--- src/rtl/fp_minmax_pkg.sv ---
// Shared types for the streaming floating-point frame min/max stage.
package fp_minmax_pkg;

  typedef enum logic [1:0] {
    FIRST = 2'd0,
    ACCUM = 2'd1,
    HOLD  = 2'd2
  } state_t;

  typedef struct packed {
    logic nan_seen;
    logic trunc;
  } flags_t;

endpackage

--- src/rtl/DW_fp_cmp.sv ---
// Behavioural stand-in for the DesignWare floating-point comparator, port and
// parameter compatible; link the vendor library model in its place for synthesis.
module DW_fp_cmp #(
  parameter int sig_width       = 23,
  parameter int exp_width       = 8,
  parameter int ieee_compliance = 0
) (
  input  logic [sig_width+exp_width:0] a,
  input  logic [sig_width+exp_width:0] b,
  input  logic                         zctr,
  output logic                         aeqb,
  output logic                         altb,
  output logic                         agtb,
  output logic                         unordered,
  output logic [sig_width+exp_width:0] z0,
  output logic [sig_width+exp_width:0] z1,
  output logic [7:0]                   status0,
  output logic [7:0]                   status1
);

  localparam int W = sig_width + exp_width + 1;

  function automatic logic is_nan(input logic [W-1:0] x);
    return (&x[W-2:sig_width]) && (|x[sig_width-1:0]);
  endfunction

  // Without IEEE compliance, NaNs behave as infinities and denormals as zero.
  function automatic logic is_inf(input logic [W-1:0] x);
    return (&x[W-2:sig_width]) && (~|x[sig_width-1:0] || ieee_compliance == 0);
  endfunction

  function automatic logic is_zero(input logic [W-1:0] x);
    return (~|x[W-2:sig_width]) && (~|x[sig_width-1:0] || ieee_compliance == 0);
  endfunction

  function automatic logic [W-2:0] mag(input logic [W-1:0] x);
    if (is_zero(x)) return '0;
    if (is_inf(x)) return {{exp_width{1'b1}}, {sig_width{1'b0}}};
    return x[W-2:0];
  endfunction

  function automatic logic [7:0] status_of(input logic [W-1:0] x);
    return {5'b0, (ieee_compliance != 0) && is_nan(x), is_inf(x), is_zero(x)};
  endfunction

  logic [W-2:0] ma, mb;
  logic         lt, gt;

  always_comb begin
    ma        = mag(a);
    mb        = mag(b);
    lt        = 1'b0;
    gt        = 1'b0;
    unordered = (ieee_compliance != 0) && (is_nan(a) || is_nan(b));
    // Both magnitudes zero means equal whatever the signs.
    if (!(ma == '0 && mb == '0)) begin
      if (a[W-1] != b[W-1]) begin
        lt = a[W-1];
        gt = b[W-1];
      end else if (!a[W-1]) begin
        lt = ma < mb;
        gt = ma > mb;
      end else begin
        lt = ma > mb;
        gt = ma < mb;
      end
    end
    altb = lt && !unordered;
    agtb = gt && !unordered;
    aeqb = !lt && !gt && !unordered;
    if (agtb ^ zctr) begin
      z0 = b;
      z1 = a;
    end else begin
      z0 = a;
      z1 = b;
    end
    status0 = status_of(z0);
    status1 = status_of(z1);
  end

endmodule

--- src/rtl/fp_frame_minmax.sv ---
// Streaming per-frame min/max reduction of floating-point samples with
// valid/ready on both the sample input and the held per-frame result.
module fp_frame_minmax
  import fp_minmax_pkg::*;
#(
  parameter int sig_width       = 23,
  parameter int exp_width       = 8,
  parameter int ieee_compliance = 0,
  parameter int idx_width       = 10
) (
  input  logic                         inst_clk,
  input  logic                         inst_rst,
  input  logic                         inst_valid,
  output logic                         inst_ready_o,
  input  logic [sig_width+exp_width:0] inst_data,
  input  logic                         inst_last,
  output logic                         res_valid_inst,
  input  logic                         res_ready,
  output logic [sig_width+exp_width:0] min_inst,
  output logic [sig_width+exp_width:0] max_inst,
  output logic [idx_width-1:0]         min_idx_inst,
  output logic [idx_width-1:0]         max_idx_inst,
  output logic [idx_width:0]           count_inst,
  output logic                         nan_seen_inst,
  output logic                         trunc_inst,
  output state_t                       dbg_state
);

  // Handshakes: a transfer happens on a rising edge where valid && ready are
  // both high; valid, once raised, holds its payload stable until that edge.

  // The record is sized by this instance's parameters, so it lives here.
  typedef struct packed {
    logic [sig_width+exp_width:0] min;
    logic [sig_width+exp_width:0] max;
    logic [idx_width-1:0]         min_idx;
    logic [idx_width-1:0]         max_idx;
    logic [idx_width:0]           count;
    flags_t                       flags;
  } res_t;

  state_t                       state;
  res_t                         res;
  logic [idx_width:0]           count_nxt;
  logic                         accept;
  logic                         lt_min, unord_min, eq_min, gt_min;
  logic                         lt_max, unord_max, eq_max, gt_max;
  logic [sig_width+exp_width:0] z0_min, z1_min, z0_max, z1_max;
  logic [7:0]                   st0_min, st1_min, st0_max, st1_max;
  logic                         unused_cmp;

  DW_fp_cmp #(
    .sig_width(sig_width), .exp_width(exp_width), .ieee_compliance(ieee_compliance)
  ) u_cmp_min (
    .a(inst_data), .b(res.min), .zctr(1'b0),
    .aeqb(eq_min), .altb(lt_min), .agtb(gt_min), .unordered(unord_min),
    .z0(z0_min), .z1(z1_min), .status0(st0_min), .status1(st1_min)
  );

  DW_fp_cmp #(
    .sig_width(sig_width), .exp_width(exp_width), .ieee_compliance(ieee_compliance)
  ) u_cmp_max (
    .a(inst_data), .b(res.max), .zctr(1'b0),
    .aeqb(eq_max), .altb(lt_max), .agtb(gt_max), .unordered(unord_max),
    .z0(z0_max), .z1(z1_max), .status0(st0_max), .status1(st1_max)
  );

  assign unused_cmp = ^{eq_min, gt_min, eq_max, lt_max, z0_min, z1_min, z0_max,
                        z1_max, st0_min, st1_min, st0_max, st1_max};

  assign accept    = inst_valid && inst_ready_o;
  assign count_nxt = res.count + (idx_width+1)'(1);

  always_ff @(posedge inst_clk) begin
    if (inst_rst) begin
      state <= FIRST;
      res   <= '0;
    end else begin
      case (state)
        FIRST: if (accept) begin
          res.min     <= inst_data;
          res.max     <= inst_data;
          res.min_idx <= '0;
          res.max_idx <= '0;
          res.count   <= (idx_width+1)'(1);
          res.flags   <= '0;
          state       <= inst_last ? HOLD : ACCUM;
        end
        ACCUM: if (accept) begin
          // The new sample's index equals the count before incrementing.
          if (unord_min || unord_max) begin
            res.flags.nan_seen <= 1'b1;
          end else begin
            if (lt_min) begin
              res.min     <= inst_data;
              res.min_idx <= res.count[idx_width-1:0];
            end
            if (gt_max) begin
              res.max     <= inst_data;
              res.max_idx <= res.count[idx_width-1:0];
            end
          end
          res.count <= count_nxt;
          if (inst_last || count_nxt[idx_width]) state <= HOLD;
          if (!inst_last && count_nxt[idx_width]) res.flags.trunc <= 1'b1;
        end
        HOLD: if (res_ready) state <= FIRST;
        default: state <= FIRST;
      endcase
    end
  end

  assign inst_ready_o   = (state != HOLD);
  assign res_valid_inst = (state == HOLD);
  assign min_inst       = res.min;
  assign max_inst       = res.max;
  assign min_idx_inst   = res.min_idx;
  assign max_idx_inst   = res.max_idx;
  assign count_inst     = res.count;
  assign nan_seen_inst  = res.flags.nan_seen;
  assign trunc_inst     = res.flags.trunc;
  assign dbg_state      = state;

endmodule

--- config.mk ---
export PLATFORM = sky130hd
export DESIGN_NAME = fp_frame_minmax
export DESIGN_NICKNAME = d
export VERILOG_FILES = /design/src/rtl/fp_minmax_pkg.sv /design/src/rtl/DW_fp_cmp.sv /design/src/rtl/fp_frame_minmax.sv
export SDC_FILE = /design/constraint.sdc
export NUM_CORES = 1
export LEC_CHECK = 0
export CELL_PAD_IN_SITES_DETAIL_PLACEMENT = 0
export CELL_PAD_IN_SITES_GLOBAL_PLACEMENT = 1
export CORE_ASPECT_RATIO = 0.5
export CORE_MARGIN = 2
export CORE_UTILIZATION = 37
export DETAILED_ROUTE_END_ITERATION = 8
export GPL_TIMING_DRIVEN = 0
export PLACE_DENSITY_LB_ADDON = 0.1
export SLEW_MARGIN = 20
export SYNTH_ARGS = -nofsm -noshare
export SYNTH_HDL_FRONTEND = slang
export SYNTH_SLANG_ARGS = --single-unit
export TNS_END_PERCENT = 5
--- constraint.sdc ---
create_clock -name inst_clk -period 6.41 [get_ports inst_clk]
set_clock_uncertainty 0.15 [all_clocks]
set_input_delay 1.282 -clock inst_clk [delete_from_list [all_inputs] [get_ports inst_clk]]
set_output_delay 1.282 -clock inst_clk [all_outputs]
set_load 0.005 [all_outputs]
==> impl_results.md <==
- Number of DRC markers after the initial detailed-route iteration: 273
- Average wire per cell in the routed design: 16.7 microns
- Residual overflow from global routing: 0
- Area contributors post-synth: dfxtp_1 (34%), ha_1 (13%), mux2i_1 (11%)
- Number of max-slew violations in the final report: 0
- Floorplan die height: 92.3 microns
- Chain of cells forming the critical path: clkdlybuf4s50_1 -> or4_4 -> nor2_4 -> nor2_1 -> clkbuf_1 -> and2_1 -> ha_1 -> nand3_1 -> a211oi_1 -> a2111oi_0 -> o211ai_1 -> a2111oi_2 -> nor2_1 -> and2_1 -> o31ai_4 -> buf_6 -> mux2i_1
- Distinct cells, synth: 50
- Register-to-Register Setup Slack: 1.50 ns
- Number of placed I/O pins: 138
- Area of the die: 16700 sq um
- Global-route wire length before repair: 27600 microns
- Worst Path Required: 6.54 ns
- Mapped Cells: 689
- Post-synthesis sequential area ratio: 0.340
- Post-synth ARST share: 0
- Min-Delay Path Depth: 2
- # port buffers: 136
- Crit share post-route: 0.947
- Endpoint type of the worst setup path: flop
- Nets: 934
- Worst path arrival time: 6.20 ns
- Peak supply drop: 0.102 mV
- Post-layout utilization of the core: 0.501
- Transition at the pin with the smallest max-transition slack: 0.745 ns
- Reg2Reg Depth: 16
- Max Fclk: 165 MHz
- Sequential group share of total power: 0.416
- Root buffer selected by CTS: clkbuf_16
- Hold path start: min_idx_inst[6]
- Average vias per placed instance: 5.18
- Worst skew pair latency: 0.35 ns
- Buffers inserted during post-CTS setup optimization: 0
- Clock Path Buffers: 2
- Internal Dissipation: 1120 uW
- Sequential standard cell area: 1960 sq um
- DRC errors left: 0
- Area taken by multi-input logic gates: 3520 sq um
- Via count: 5416
- Number of synthesized register bits: 98
- Total negative setup slack: 0 ns
- Capture point of the worst reg-to-reg path: max_inst[12]
- Largest net degree at the start of global routing: 19
- Area share of the largest cell type after synthesis: 0.340
- Path category of the worst min-delay check: reg -> reg
- Power density normalized to cell area: 213 nW/um^2
- Status: finished, final reports clean
- Global-route total usage across every layer: 0.210
- TritonCTS clock tree: done
- Number of global-route vias before repair: 5075
- Net switching power: 517 uW
- Detail Placement HPWL: 13600 microns
- Cts bufs inserted: 9
- Chip Width: 181 microns
- Layout fillers: 1524
- Critical path startpoint category: primary input
- Worst path bufs/invs: 3
- Cell area after synthesis: 5780 sq um
- Reported leakage power: 0.00301 uW
- Unrepaired setup endpoints after global routing: false
- Sink count of the clock tree: 98
- Number of enable-type register cells in the synthesized netlist: 0
- Proportion of layout cells with a drive suffix above 1: 0.0416
- Post-CTS sizing: 0
- Total wire length: 17400 microns
- Max-Slew Margin vs Limit: 0.500
- Cell class contributing the biggest share of worst-path delay: compound AO/OA/AOI/OAI gates
- Portion of total power attributed to the clock network: 0.323
- Largest fanout on the critical path: 10
- Relative contribution of combinational cells to total power: 0.260
- Worst flop-to-flop path startpoint: max_inst[24]
- Cell accounting for the most synthesized area: dfxtp_1
- Routability congestion estimate: 0.836
- Total of warnings raised by yosys: 0
- Final period demand of the worst path: 6.07 ns
- Count of maximum capacitance violations: 0
- Clk pin slew, worst setup/hold paths: 0.07 ns
- Post-CTS Hold Fix Bufs: 0
- Post-synthesis area per instance: 8.38 sq um
- Crit. Startpoint: inst_data[23]
- Antenna Nets Post-Route: 0
- Hold Path End: min_idx_inst[6]
- Commonest register cell after synthesis: dfxtp_1
- Net Count, Synth: 787
- Setup-violating endpoint count in the final report: 0
- Classification of the worst setup path: in -> reg
- Area growth syn-to-layout: 32.9%
- Number of antenna violations at the first check in global routing: 0
- Total core area: 15300 sq um
- Number of optimization iterations in the first detailed-route pass: 5
- Cell with the largest stage delay on the worst path: or4_4
- Hold Vio Cnt, Final: 0
- H-tree levels: 3
- Diodes inserted: 0
- FP Rows: 32
- Initial Util: 0.377
- Largest incremental delay on the critical path: 0.62 ns
- Switching power as a share of total power: 0.316
-- metal layers --
metal,part of all wire,global-route usage,wire length [microns],vias to the layer above
li1,-,-,-,2709
met1,0.53,0.309,9150,2561
met2,0.42,0.320,7340,138
met3,0.046,0.0385,808,8
met4,0.0056,0.0390,97,0
met5,0,0,0,-
-- per-stage QoR --
step | worst slack (ns) | total power [uW] | cell area [sq um] | hold slack (ns) | cells
2_1_floorplan | 1.53 | 935 | 5780 | 0.312 | 689
3_3_place_gp | -0.0112 | 1120 | 7390 | 0.307 | 1029
3_5_place_dp | -0.0105 | 1120 | 7390 | 0.308 | 1029
4_1_cts | 0.346 | 1660 | 7680 | 0.321 | 1045
5_1_grt | 0.0165 | 1730 | 7680 | 0.345 | 1045
6_report | 0.343 | 1640 | 7680 | 0.319 | 1045
-- cells in the mapped netlist (8+ instances only) --
library cell / count
nor4_1: 8
nand3_1: 18
mux2i_1: 62
nor2_1: 52
dfxtp_1: 98
o21ai_0: 20
inv_1: 21
ha_1: 61
clkbuf_1: 31
a32o_1: 10
nand4_1: 19
a21oi_1: 35
nand2b_1: 12
nand2_1: 130
and2_1: 26
-- layout make-up --
class,instances,share of cell area
multi-input combinational,527,0.459
buffer,43,0.0274
sequential,98,0.256
clock inverter,7,0.00766
timing repair buffer,136,0.177
tap,204,0.0333
inverter,21,0.0103
clock buffer,9,0.0293
-- worst min-delay path, cell delays in order, from the launching register on --
cell	delay, ns
dfxtp_1	0.31
nand2b_1	0.06
a21oi_1	0.05
-- power by group through the flow --
stage          Sequential, uW  Clock, uW  Combinational, uW
3_3_place_gp              695          0                421
6_report                  681        529                426
4_1_cts                   682        546                428
3_5_place_dp              695          0                425
5_1_grt                   687        568                472
2_1_floorplan             687          0                248
-- how the worst max path moves through the flow --
stage | slack (ns) | end | depth (start not counted)
after detailed placement | -0.01 | max_inst[24] | 17
after floorplan | 1.53 | min_inst[0] | 17
final | 0.34 | max_inst[12] | 17
after CTS | 0.35 | max_inst[15] | 17
after global routing | 0.02 | max_inst[8] | 17
after global placement | -0.01 | max_inst[18] | 17
-- flip-flops by register name, indices dropped and copies added, names as in the netlist --
register and flops:
count_inst 11, dbg_state 2, max_idx_inst 10, max_inst 32, min_idx_inst 10, min_inst 32
trunc_inst 1
-- kinds of logic (layout without fill, tap and decap cells) --
group | after synthesis | after routing | synth area share
buf+inv | 64 | 216 | 0.0500
xor+xnor | 7 | 7 | 0.0106
simple gates | 290 | 290 | 0.235
compound gates | 104 | 104 | 0.121
mux | 62 | 62 | 0.107
fa+ha+maj | 63 | 63 | 0.136
other cells | 1 | 1 | 0.000649
flops | 98 | 98 | 0.340
-- cells in the final DEF, fill, tap and decap left out, types with 3 or more instances in the layout --
master | Yosys | final
a2111oi_0 | 4 | 4
buf_6 | 4 | 4
clkdlybuf4s50_1 | 0 | 136
and3_1 | 6 | 6
clkbuf_16 | 0 | 9
nand4_1 | 19 | 19
nand3_1 | 18 | 18
a211oi_1 | 6 | 6
clkinvlp_4 | 0 | 3
buf_2 | 3 | 3
buf_4 | 4 | 4
or3_1 | 3 | 3
a32o_1 | 10 | 10
nor2b_1 | 5 | 5
nand2b_1 | 12 | 12
nand2_1 | 130 | 130
nor4_1 | 8 | 8
clkbuf_1 | 31 | 31
dfxtp_1 | 98 | 98
nor2_1 | 52 | 52
inv_1 | 21 | 21
a21oi_1 | 35 | 35
mux2i_1 | 62 | 62
o211ai_1 | 7 | 7
ha_1 | 61 | 61
o21ai_0 | 20 | 20
xor2_1 | 6 | 6
o21a_1 | 7 | 7
and2_1 | 26 | 26
Power figures use the tool's default switching activity.
